## src/rtl/count_bcd_converter.sv

```systemverilog
// rtl/count_bcd_converter.sv - sequential double-dabble binary to packed BCD converter
// Captures bin_in on an idle start edge, shifts one bit per clock, pulses done with the result.
module count_bcd_converter #(
  parameter int N      = 8,
  parameter int DIGITS = 3
) (
  input  logic                  clk,
  input  logic                  rst_n,
  input  logic [N-1:0]          bin_in,
  input  logic                  start,
  output logic                  busy,
  output logic                  done,
  output logic [4*DIGITS-1:0]   bcd_out
);

  localparam int CW = (N > 1) ? $clog2(N) : 1;
  localparam int SW = 4 * DIGITS + N;
  localparam logic [CW-1:0] LAST_BIT = CW'(N - 1);

  typedef enum logic {
    IDLE,
    SHIFT
  } state_t;

  state_t              state_q, state_d;
  logic [SW-1:0]       shreg_q, shreg_d;
  logic [CW-1:0]       cnt_q, cnt_d;
  logic                busy_q, busy_d;
  logic                done_q, done_d;
  logic [4*DIGITS-1:0] bcd_q, bcd_d;

  logic [SW-1:0]       adjusted;
  logic [SW-1:0]       shifted;

  // Add-3 is applied per digit on pre-shift values; digits never exceed 9 so no inter-digit carry.
  always_comb begin
    adjusted = shreg_q;
    for (int i = 0; i < DIGITS; i++) begin
      if (shreg_q[N + 4*i +: 4] >= 4'd5) begin
        adjusted[N + 4*i +: 4] = shreg_q[N + 4*i +: 4] + 4'd3;
      end
    end
    shifted = adjusted << 1;
  end

  always_comb begin
    state_d = state_q;
    shreg_d = shreg_q;
    cnt_d   = cnt_q;
    busy_d  = busy_q;
    done_d  = 1'b0;
    bcd_d   = bcd_q;
    case (state_q)
      IDLE: begin
        if (start) begin
          shreg_d = {{(4*DIGITS){1'b0}}, bin_in};
          cnt_d   = '0;
          busy_d  = 1'b1;
          state_d = SHIFT;
        end
      end
      SHIFT: begin
        shreg_d = shifted;
        cnt_d   = cnt_q + 1'b1;
        if (cnt_q == LAST_BIT) begin
          bcd_d   = shifted[SW-1 -: 4*DIGITS];
          done_d  = 1'b1;
          busy_d  = 1'b0;
          state_d = IDLE;
        end
      end
      default: begin
        state_d = IDLE;
        busy_d  = 1'b0;
      end
    endcase
  end

  always_ff @(posedge clk) begin
    if (!rst_n) begin
      state_q <= IDLE;
      shreg_q <= '0;
      cnt_q   <= '0;
      busy_q  <= 1'b0;
      done_q  <= 1'b0;
      bcd_q   <= '0;
    end else begin
      state_q <= state_d;
      shreg_q <= shreg_d;
      cnt_q   <= cnt_d;
      busy_q  <= busy_d;
      done_q  <= done_d;
      bcd_q   <= bcd_d;
    end
  end

  assign busy    = busy_q;
  assign done    = done_q;
  assign bcd_out = bcd_q;

endmodule
```

## config.mk

```make
export PLATFORM = sky130hd
export DESIGN_NAME = count_bcd_converter
export DESIGN_NICKNAME = d
export VERILOG_FILES = /design/src/rtl/count_bcd_converter.sv
export SDC_FILE = /design/constraint.sdc
export NUM_CORES = 1
export LEC_CHECK = 0
export CAP_MARGIN = 40
export CORE_ASPECT_RATIO = 0.5
export CORE_UTILIZATION = 49
export CTS_CLUSTER_SIZE = 14
export DETAILED_ROUTE_END_ITERATION = 10
export PLACE_DENSITY = 0.83
export SYNTH_ARGS = -nofsm -noshare
export SYNTH_HDL_FRONTEND = slang
export SYNTH_SLANG_ARGS = --single-unit
```

## constraint.sdc

```tcl
create_clock -name clk -period 1.7 [get_ports clk]
set_input_delay 0.34 -clock clk [delete_from_list [all_inputs] [get_ports clk]]
set_output_delay 0.34 -clock clk [all_outputs]
set_load 0.02 [all_outputs]
```

==> results.json <==
{
  "syn_area_sq_um": 1760,
  "critPathLaunchType": "flip-flop",
  "firstDrtPassIters": 4,
  "clkTransAtPathRegs_ns": 0.08,
  "dp_slack_ns": 0.0993,
  "die_w_microns": 86.8,
  "multi_input_area_sq_um": 901,
  "hold_depth": 2,
  "n_fill_cell": 245,
  "arrival_ns": 1.81,
  "yosys_warnings": 0,
  "postCtsSetupRepairBufs": 0,
  "drc_errors": 0,
  "numCtsBuffers": 5,
  "slowest_delay_ns": 0.34,
  "drv_slew": 0,
  "cts_root_buffer": "clkbuf_8",
  "cts_repair_resize_count": 0,
  "tns_ns": 0,
  "cap_violations": 0,
  "syn_area_per_cell_sq_um": 9.46,
  "synthCells": 186,
  "final_cells": 265,
  "num_vias": 1408,
  "cts-htree-levels": 2,
  "clock_sinks": 38,
  "finalNetCount": 235,
  "placedCellCount": 257,
  "swShare": 0.224,
  "p_clk_frac": 0.417,
  "die-area_sq_um": 3850,
  "hold_viol_final": 0,
  "drt-initial-drc-count": 66,
  "max_clock_freq_mhz": 621,
  "routed_wl_mm": 3.34,
  "portBuffers": 24,
  "grt_setup_unrepaired": "false",
  "status": "complete, no violations",
  "yosysSeqAreaShare": 0.432,
  "intPower_mw": 1.42,
  "cts_tree": "yes",
  "synth-seq-cells": 38,
  "worst_slack_ns": 0.0886,
  "min-delay-start": "bcd_out[5]",
  "final_core_util": 0.688,
  "power_mw": 1.83,
  "async_reset_ff_frac": 0,
  "n_antenna_cell": 0,
  "synth_cell_type_count": 35,
  "maxSlewHeadroom": 0.811,
  "grt_pass1_wl_mm": 5.63,
  "pwr-share-seq": 0.501,
  "area_delta_synth_final_pct": 25.3,
  "critPathLaunch": "shreg_q[16]",
  "worstPathMaxFanout": 5,
  "ant_nets": 0,
  "core-area_sq_um": 3210,
  "grt.overflow.total": 0,
  "worst_ep_required_time_ns": 1.90,
  "rows": 14,
  "reg2regPathDepth": 6,
  "leakage_nw": 0.803,
  "finalCriticalPeriod_ns": 1.61,
  "insertion_delay_ns": 0.29,
  "synth-edff-count": 0,
  "hold_buffers": 0,
  "antenna_found_initial": 0,
  "switchingPower_mw": 0.410,
  "drive_gt1_frac": 0.129,
  "post-dp-hpwl_mm": 2.35,
  "synth_ff_type": "dfxtp_1",
  "die_y_microns": 44.4,
  "wl_per_cell_microns": 12.6,
  "r2r_start": "shreg_q[16]",
  "finalWeightedCongestion": 0.747,
  "synth.net_count": 205,
  "finalClockSkew_ns": 0.00832,
  "final_common_cell": "dfxtp_1",
  "start_util": 0.549,
  "regArea_sq_um": 761,
  "ioPinCount": 25,
  "end_kind": "flip-flop",
  "cpMaxStageDelayCell": "mux2_4",
  "fin_crit_sh": 0.948,
  "cp_num_buf_inv": 1,
  "ir_drop_mv": 0.367,
  "critPathKind": "flip-flop to flip-flop",
  "crit_family": "multiplexers",
  "tightestPinTransition_ns": 0.283,
  "grt.total_usage": 0.196,
  "cts.path.max_buffers": 2,
  "hold_path_class": "flip-flop to flip-flop",
  "via_per_inst": 5.31,
  "grt_pass1_vias": 1309,
  "crit_chain": "inv_1 -> ha_1 -> nand2b_1 -> a21oi_4 -> mux2_4 -> o32ai_2",
  "layout_common_cells": "dfxtp_1 (38), clkdlybuf4s50_1 (24), nand2_1 (19)",
  "path_depth": 6,
  "comb_power_share": 0.081,
  "setup_viol": 0,
  "grt_max_degree": 23,
  "powerDensity_nw_per_um2": 830
}
## cells by family (layout without fill, tap and decap cells)
kind of cell / Yosys count / count (layout) / share of synthesized area
xor gates and xnor gates: 3 / 3 / 0.0149
DFF: 38 / 38 / 0.432
and+or+nand+nor: 57 / 57 / 0.181
AOI/OAI and AO/OA: 48 / 48 / 0.182
buffers and inverters: 20 / 51 / 0.0562
muxes: 12 / 12 / 0.0768
adders and majority gates: 8 / 8 / 0.0569
## metrics by stage
step / cell area [sq um] / hold WS, ns
after floorplan: 1760 / 0.460
after global placement: 2090 / 0.435
after detailed placement: 2090 / 0.442
after CTS: 2210 / 0.454
after global routing: 2210 / 0.466
final: 2210 / 0.451
## power groups by stage
stage / registers (mW) / logic (mW) / clock network, mW
after floorplan: 0.939 / 0.0912 / 0
after global placement: 0.938 / 0.144 / 0
after detailed placement: 0.939 / 0.147 / 0
after CTS: 0.918 / 0.149 / 0.785
after global routing: 0.920 / 0.162 / 0.812
final: 0.918 / 0.149 / 0.765
## registers in the layout, summed over array words and instances, names as in the netlist
| signal | count |
|---|---|
| cnt_q | 3 |
| bcd_out | 12 |
| done | 1 |
| busy | 1 |
| state_q | 1 |
| shreg_q | 20 |
## synthesized netlist by cell type, types with 2 or more instances
cell type,count,share of area
mux2i_1,9,0.051
and2_1,7,0.025
xnor2_1,3,0.015
buf_2,4,0.011
nand3_1,5,0.014
a21oi_1,8,0.023
nand2b_1,4,0.014
clkbuf_1,2,0.0043
o21ai_1,15,0.043
inv_1,10,0.021
nor3b_1,10,0.043
a21boi_1,3,0.013
a21oi_2,2,0.010
nor2b_1,6,0.021
mux2_4,3,0.026
nand2_1,19,0.041
ha_1,8,0.057
buf_4,3,0.013
dfxtp_1,38,0.43
o21ai_0,7,0.020
o32ai_1,6,0.030
## per-layer routing
layer	up-vias	GRT usage	wire length, microns
li1	706	-	-
met1	664	0.242	1610
met2	33	0.330	1550
met3	5	0.0560	144
met4	0	0.0800	41
met5	-	0	0
## worst register-to-register path: cells and delay by family (launching register included)
kind / cells / cell delay [ns]
AO/OA/AOI/OAI: 2 / 0.31
multiplexers: 1 / 0.34
flip-flops: 1 / 0.33
adder cells (fa/ha/maj): 1 / 0.27
AND/OR/NAND/NOR: 1 / 0.12
buffers and inverters: 1 / 0.15
## worst paths after layout
kind                 end  slack [ns]
max          shreg_q[18]        0.09
min           bcd_out[5]        0.45
max reg2reg  shreg_q[18]        0.09
min reg2reg   bcd_out[5]        0.45
## area by class of cell
class                      instances  area share
multi-input combinational        128       0.408
sequential                        38       0.345
timing repair buffer              33       0.151
clock buffer                       5      0.0312
tap                               48      0.0272
clock inverter                     3      0.0204
inverter                          10      0.0170
(Power assumes the default switching activity.)
==> edit 1: new RTL, config.mk and constraints unchanged <==
The parameter `DIGITS` goes from 3 to 2.
--- a/src/rtl/count_bcd_converter.sv
+++ b/src/rtl/count_bcd_converter.sv
@@ -2,7 +2,7 @@
 // Captures bin_in on an idle start edge, shifts one bit per clock, pulses done with the result.
 module count_bcd_converter #(
   parameter int N      = 8,
-  parameter int DIGITS = 3
+  parameter int DIGITS = 2
 ) (
   input  logic                  clk,
   input  logic                  rst_n,
Ports: changed (resized bcd_out); port bits go from 25 to 21. No check against the original RTL was run, so the function may have changed too.
==> edit 1 against the original RTL <==
Clock skew down 0.0034 ns. Total power down 23%. Largest power group unchanged. Combinational power down 10%. Critical path type unchanged. Largest cell class unchanged. Synthesized area down 19%. Sequential cell count down 8. Worst hold slack worse by 0.0065 ns. Worst setup slack better by 0.068 ns. Routed wire length down 24%. Cell area down 21%. Die area down 18%. Fmax up 4.4%.
==> edit 1: results (changes against the original RTL) <==
H-Tree Level Count: 2 (unchanged)
Pleak: 0.0006487 uW (-19%)
Max reg flops: 16 (-20%)
Final Net Count: 187 (-20%)
Skew-Pair Late Insertion Delay: 0.28 ns
GR met3 Demand/Resource: 5.455% (-0.14 points)
Fill cell count: 219 (-11%)
Synth cell count leaders: dfxtp_1 (30), nand2_1 (15), o21ai_1 (15), mux2i_1 (9)
Hold-critical path depth: 2 (unchanged)
DR iter-0 viols: 55 (-17%)
Synth area leaders: dfxtp_1 (42%), mux2i_1 (6.3%), ha_1 (5.3%)
Via count: 1,066 (-24%)
Largest Register: shreg_q
Max-slew violations: 0 (unchanged)
Outcome: finished clean
Total CTS buffers: 5 (unchanged)
TritonRoute pass-1 iters: 4 (unchanged)
Placed cells: 200 (-22%)
Met2 Usage GRT: 33.33% (+0.32 points)
Clk slew on worst S/H paths: 0.06 ns (-0.02 ns)
Root Driver: clkbuf_8
CP max stage delay: 0.37 ns (+0.03 ns)
Slowest cell on crit path: dfxtp_1
Net switching power: 313.7 uW (-24%)
Number of global-route vias before repair: 987 (-25%)
Synthesized Nets: 164 (-20%)
Peak supply drop: 0.0004382 V (+19%)
Number of port buffers: 20 (-17%)
WP data arrival: 1.73 ns (-0.08 ns)
Yosys cell types: 37 (+5.7%)
Share of layout cells above drive strength 1: 15.38% (+2.5 points)
Cell Count, Final, Fillers Out: 206 (-22%)
CP Max Fanout: 4 (-1)
Top FF cell, synth: dfxtp_1
Worst r2r path cells: 6 (unchanged)
Post-Route WL: 2531 um (-24%)
GRT Util Overall: 18.79% (-0.76 points)
Initial antenna violation count: 0 (unchanged)
Met1 GRT Util: 21.92% (-2.2 points)
Synth Area per Inst: 9.695 um^2 (+2.4%)
Final Skew: 0.004945 ns (-0.003372 ns)
Hold Crit Class: register to register
Ant. Diodes: 0 (unchanged)
Largest net degree at the start of global routing: 25 (+8.7%)
DP HPWL: 1774 um (-25%)
Global placer's final weighted congestion: 0.7618 (+1.9%)
First-pass GRT wire length: 4250 um (-25%)
Worst slew pin tran: 0.3066 ns (+0.02334 ns)
Dpl cell area: 1658 um^2 (-21%)
Seq/Total Area, Yosys: 42.14% (-1.1 points)
## edit 1: changes by cell type in the layout (fill, tap and decap cells not counted), sizes merged, moves of 3 or more
cell / before / now
a21oi: 11 / 8
buf: 9 / 4
clkdlybuf4s50: 24 / 20
dfxtp: 38 / 30
inv: 10 / 6
nand2: 19 / 15
nor3b: 10 / 7
o21ai: 23 / 17
o32ai: 7 / 4
## edit 1: per-layer routing
layer / up-vias / share of wire (%)
li1: 549 / -
met4: 0 / 1.4
met5: - / 0
met2: 26 / 45
met3: 5 / 4.9
met1: 486 / 49
## edit 1: metrics by stage
step / power [uW] / setup slack (ns)
after floorplan: 838.2 / 0.2541
after global placement: 877.5 / 0.1187
after detailed placement: 880.4 / 0.09222
after CTS: 1432 / 0.1428
after global routing: 1474 / 0.05049
final: 1417 / 0.1563
## edit 1: cell type report
cell class / count / area, um^2 / area share (%)
timing repair buffer: 24 / 242.7 / 13.93
tap: 37 / 46.29 / 2.656
clock buffer: 6 / 82.58 / 4.738
sequential: 30 / 600.6 / 34.46
inverter: 7 / 31.28 / 1.795
multi-input combinational: 102 / 739.5 / 42.43
## edit 1: worst paths after layout
kind,to,from,slack (ns)
setup reg to reg,shreg_q[14],shreg_q[13],0.16
setup / recovery,shreg_q[14],shreg_q[13],0.16
hold / removal,bcd_out[7],bcd_out[7],0.44
hold reg to reg,bcd_out[7],bcd_out[7],0.44
## edit 1: power groups by stage
stage          clock network (uW)  registers, uW  logic, uW
3_3_place_gp                    0            746        131
2_1_floorplan                   0            747       91.6
5_1_grt                       592            734        148
4_1_cts                       566            732        134
3_5_place_dp                    0            747        133
6_report                      551            732        134
## edit 1: critical path: cells and delay by family, from the launching register on
family | cells | cell delay (ns)
fa+ha+maj | 1 | 0.17
simple gates | 1 | 0.19
buf+inv | 1 | 0.08
compound gates | 2 | 0.32
mux | 1 | 0.34
flops | 1 | 0.37
## edit 1: timing repair
action / CTS / global route
endpoints found under the setup margin: 0 / 1
buffers inserted: 0 / 0
endpoints found under the hold margin: 0 / 0
resized for setup: 0 / 1
## edit 1: cells by family after synthesis
logic type,count (synthesis),synth area share [%]
simple gates,48,19.31
compound gates,35,17.47
flops,30,42.14
buf+inv,15,6.145
mux,11,8.429
fa+ha+maj,6,5.268
xor+xnor,2,1.229
==> edit 2: new RTL, same settings <==
Without the edit above. Make the reset (`rst_n`) asynchronous in one clocked block.
--- a/src/rtl/count_bcd_converter.sv
+++ b/src/rtl/count_bcd_converter.sv
@@ -76,7 +76,7 @@
     endcase
   end
 
-  always_ff @(posedge clk) begin
+  always_ff @(posedge clk or negedge rst_n) begin
     if (!rst_n) begin
       state_q <= IDLE;
       shreg_q <= '0;
Formal check against the unedited RTL: differs if rst_n is asserted again (counterexample within 4 cycles, from zero or initial values and one cycle with rst_n low); with rst_n held inactive, the same outputs for 10 cycles.
==> edit 2 against the original RTL <==
Worst setup slack lost 0.021 ns. Synthesized area grew 12%. Sequential share of layout area grew 4.9 points. Core utilization shrank 2.6 points. Non-clock buffer count grew 9. Sequential cell count is the same. Cell area grew 9.4%. Synthesized cell count grew 8.6%. Routed wire length grew 34%.
Power is not compared: it rests on default switching activity, and its combinational part moved more than twofold at a synthesized area within 25%.
==> edit 2: results (changes against the original RTL) <==
Largest Register: shreg_q
Slowest cell on crit path: clkdlybuf4s50_1
Clk slew on worst S/H paths: 0.07 ns
Synth warnings: 0 (unchanged)
WP data arrival: 1.29 ns (-0.52 ns)
Seq/Total Area, Yosys: 48.13% (+4.9 points)
Final Skew: 0.004583 ns (-0.003734 ns)
Ant. Diodes: 0 (unchanged)
Initial antenna violation count: 0 (unchanged)
Yosys cell types: 33 (-5.7%)
Peak supply drop: 0.0007554 V
Worst slew pin tran: 0.4456 ns (+0.1624 ns)
Synth area leaders: dfrtp_1 (48%), nand2_1 (5.5%), ha_1 (5.1%)
CP max stage delay: 0.62 ns (+0.28 ns)
Outcome: finished clean
Setup TNS: 0 ns (unchanged)
Dpl cell area: 2300 um^2 (+9.9%)
Hold Crit Class: register to register
Root Driver: clkbuf_8
Synthesized Nets: 221 (+7.8%)
Synth cell count leaders: dfrtp_1 (38), nand2_1 (29), nand3_1 (14), o21ai_0 (14), inv_1 (9)
Total CTS buffers: 5 (unchanged)
Max reg flops: 20 (unchanged)
Skew-Pair Late Insertion Delay: 0.30 ns
Pleak: 0.001060 uW
Post-Route WL: 4472 um (+34%)
DP HPWL: 3129 um (+33%)
Largest net degree at the start of global routing: 23 (unchanged)
GRT Util Overall: 22.91% (+3.4 points)
DR iter-0 viols: 132 (+100%)
CP Max Fanout: 3 (-2)
Final Net Count: 254 (+8.1%)
CTS Buffer Depth: 2 (unchanged)
Global placer's final weighted congestion: 0.8433 (+13%)
Ys async rst share: 100.0% (+100 points)
Worst path top cell family by delay: buffers and inverters
Share of layout cells above drive strength 1: 12.77% (-0.14 points)
Top FF cell, synth: dfrtp_1
TritonRoute pass-1 iters: 4 (unchanged)
Fill cell count: 285 (+16%)
H-Tree Level Count: 2 (unchanged)
First-pass GRT wire length: 7286 um (+29%)
Average vias per placed instance: 5.752 (+8.3%)
Number of port buffers: 24 (unchanged)
[edit 2: cell types whose count changed after synthesis, sizes merged, moves of 7 or more]
cell,change
dfrtp,+38
dfxtp,-38
nand2,+11
nand3,+9
a21oi,-7
and2,-7
nor3b,-7
o21ai,-7
o31ai,+7
o32ai,-7
[edit 2: per-stage QoR]
stage / setup WS (ns) / hold slack [ns] / power, uW / std cells / util [%]
2_1_floorplan: 0.2127 / 0.04441 / 3247 / 202 / -
3_3_place_gp: 0.1387 / 0.3059 / 3875 / 276 / 63.16
3_5_place_dp: 0.07122 / 0.3107 / 4006 / 276 / 63.16
4_1_cts: 0.03532 / 0.4873 / 4635 / 284 / 65.60
5_1_grt: 0.02751 / 0.5134 / 5000 / 286 / 66.25
6_report: 0.06795 / 0.4778 / 4678 / 286 / 66.25
[edit 2: kinds of logic (layout without fill, tap and decap cells)]
group	after synthesis	count (layout)	share of synthesized area (%)
AND/OR/NAND/NOR	67	67	16.21
AO/OA/AOI/OAI	55	55	20.20
flip-flops	38	38	48.13
buffers and inverters	26	59	6.333
adder cells (fa/ha/maj)	8	8	5.067
multiplexers	8	8	4.053
[edit 2: cell type report]
cell class / instances / share of cell area (%)
Timing Repair Buffer: 42 / 15.46
Clock buffer: 5 / 2.853
Multi-Input combinational cell: 138 / 37.50
Clock inverter: 2 / 0.4149
Tap cell: 51 / 2.645
Sequential cell: 38 / 39.42
Inverter: 10 / 1.712
[edit 2: tightest hold or removal path, cell delays in order, from the launching register on]
cell     delay, ns
dfrtp_1       0.34
nand2_1       0.04
o21ai_0       0.06
[edit 2: timing repair]
| item | in CTS | in global routing |
|---|---|---|
| hold buffers | 1 | 0 |
| buffers inserted | 0 | 2 |
| setup endpoints to repair | 0 | 4 |
| hold endpoints to repair | 18 | 0 |
| resized for setup | 0 | 3 |
[edit 2: where the power goes]
group          switching [uW]  internal, uW  leakage, uW
Sequential                437          1310     0.000481
Combinational            1290          1050     0.000535
Clock                     315           275    0.0000438
Total                    2040          2640      0.00106
[edit 2: final timing paths]
check	depth (start not counted)	slack, ns	end	from
worst max-delay path	1	0.07	busy	busy
worst min-delay path	2	0.48	bcd_out[3]	bcd_out[3]
worst max register to register	5	0.09	bcd_out[1]	shreg_q[8]
worst min register to register	2	0.48	bcd_out[3]	bcd_out[3]
max in group asynchronous	3	0.67	shreg_q[11]	rst_n
min in group asynchronous	2	0.52	shreg_q[12]	rst_n
[edit 2: layer usage]
| metal | wire, um | GRT usage (%) | vias to the layer above |
|---|---|---|---|
| li1 | - | - | 805 |
| met1 | 2039 | 29.66 | 764 |
| met2 | 2056 | 37.74 | 63 |
| met3 | 257 | 5.178 | 13 |
| met4 | 119 | 12.50 | 0 |
| met5 | 0 | 0 | - |
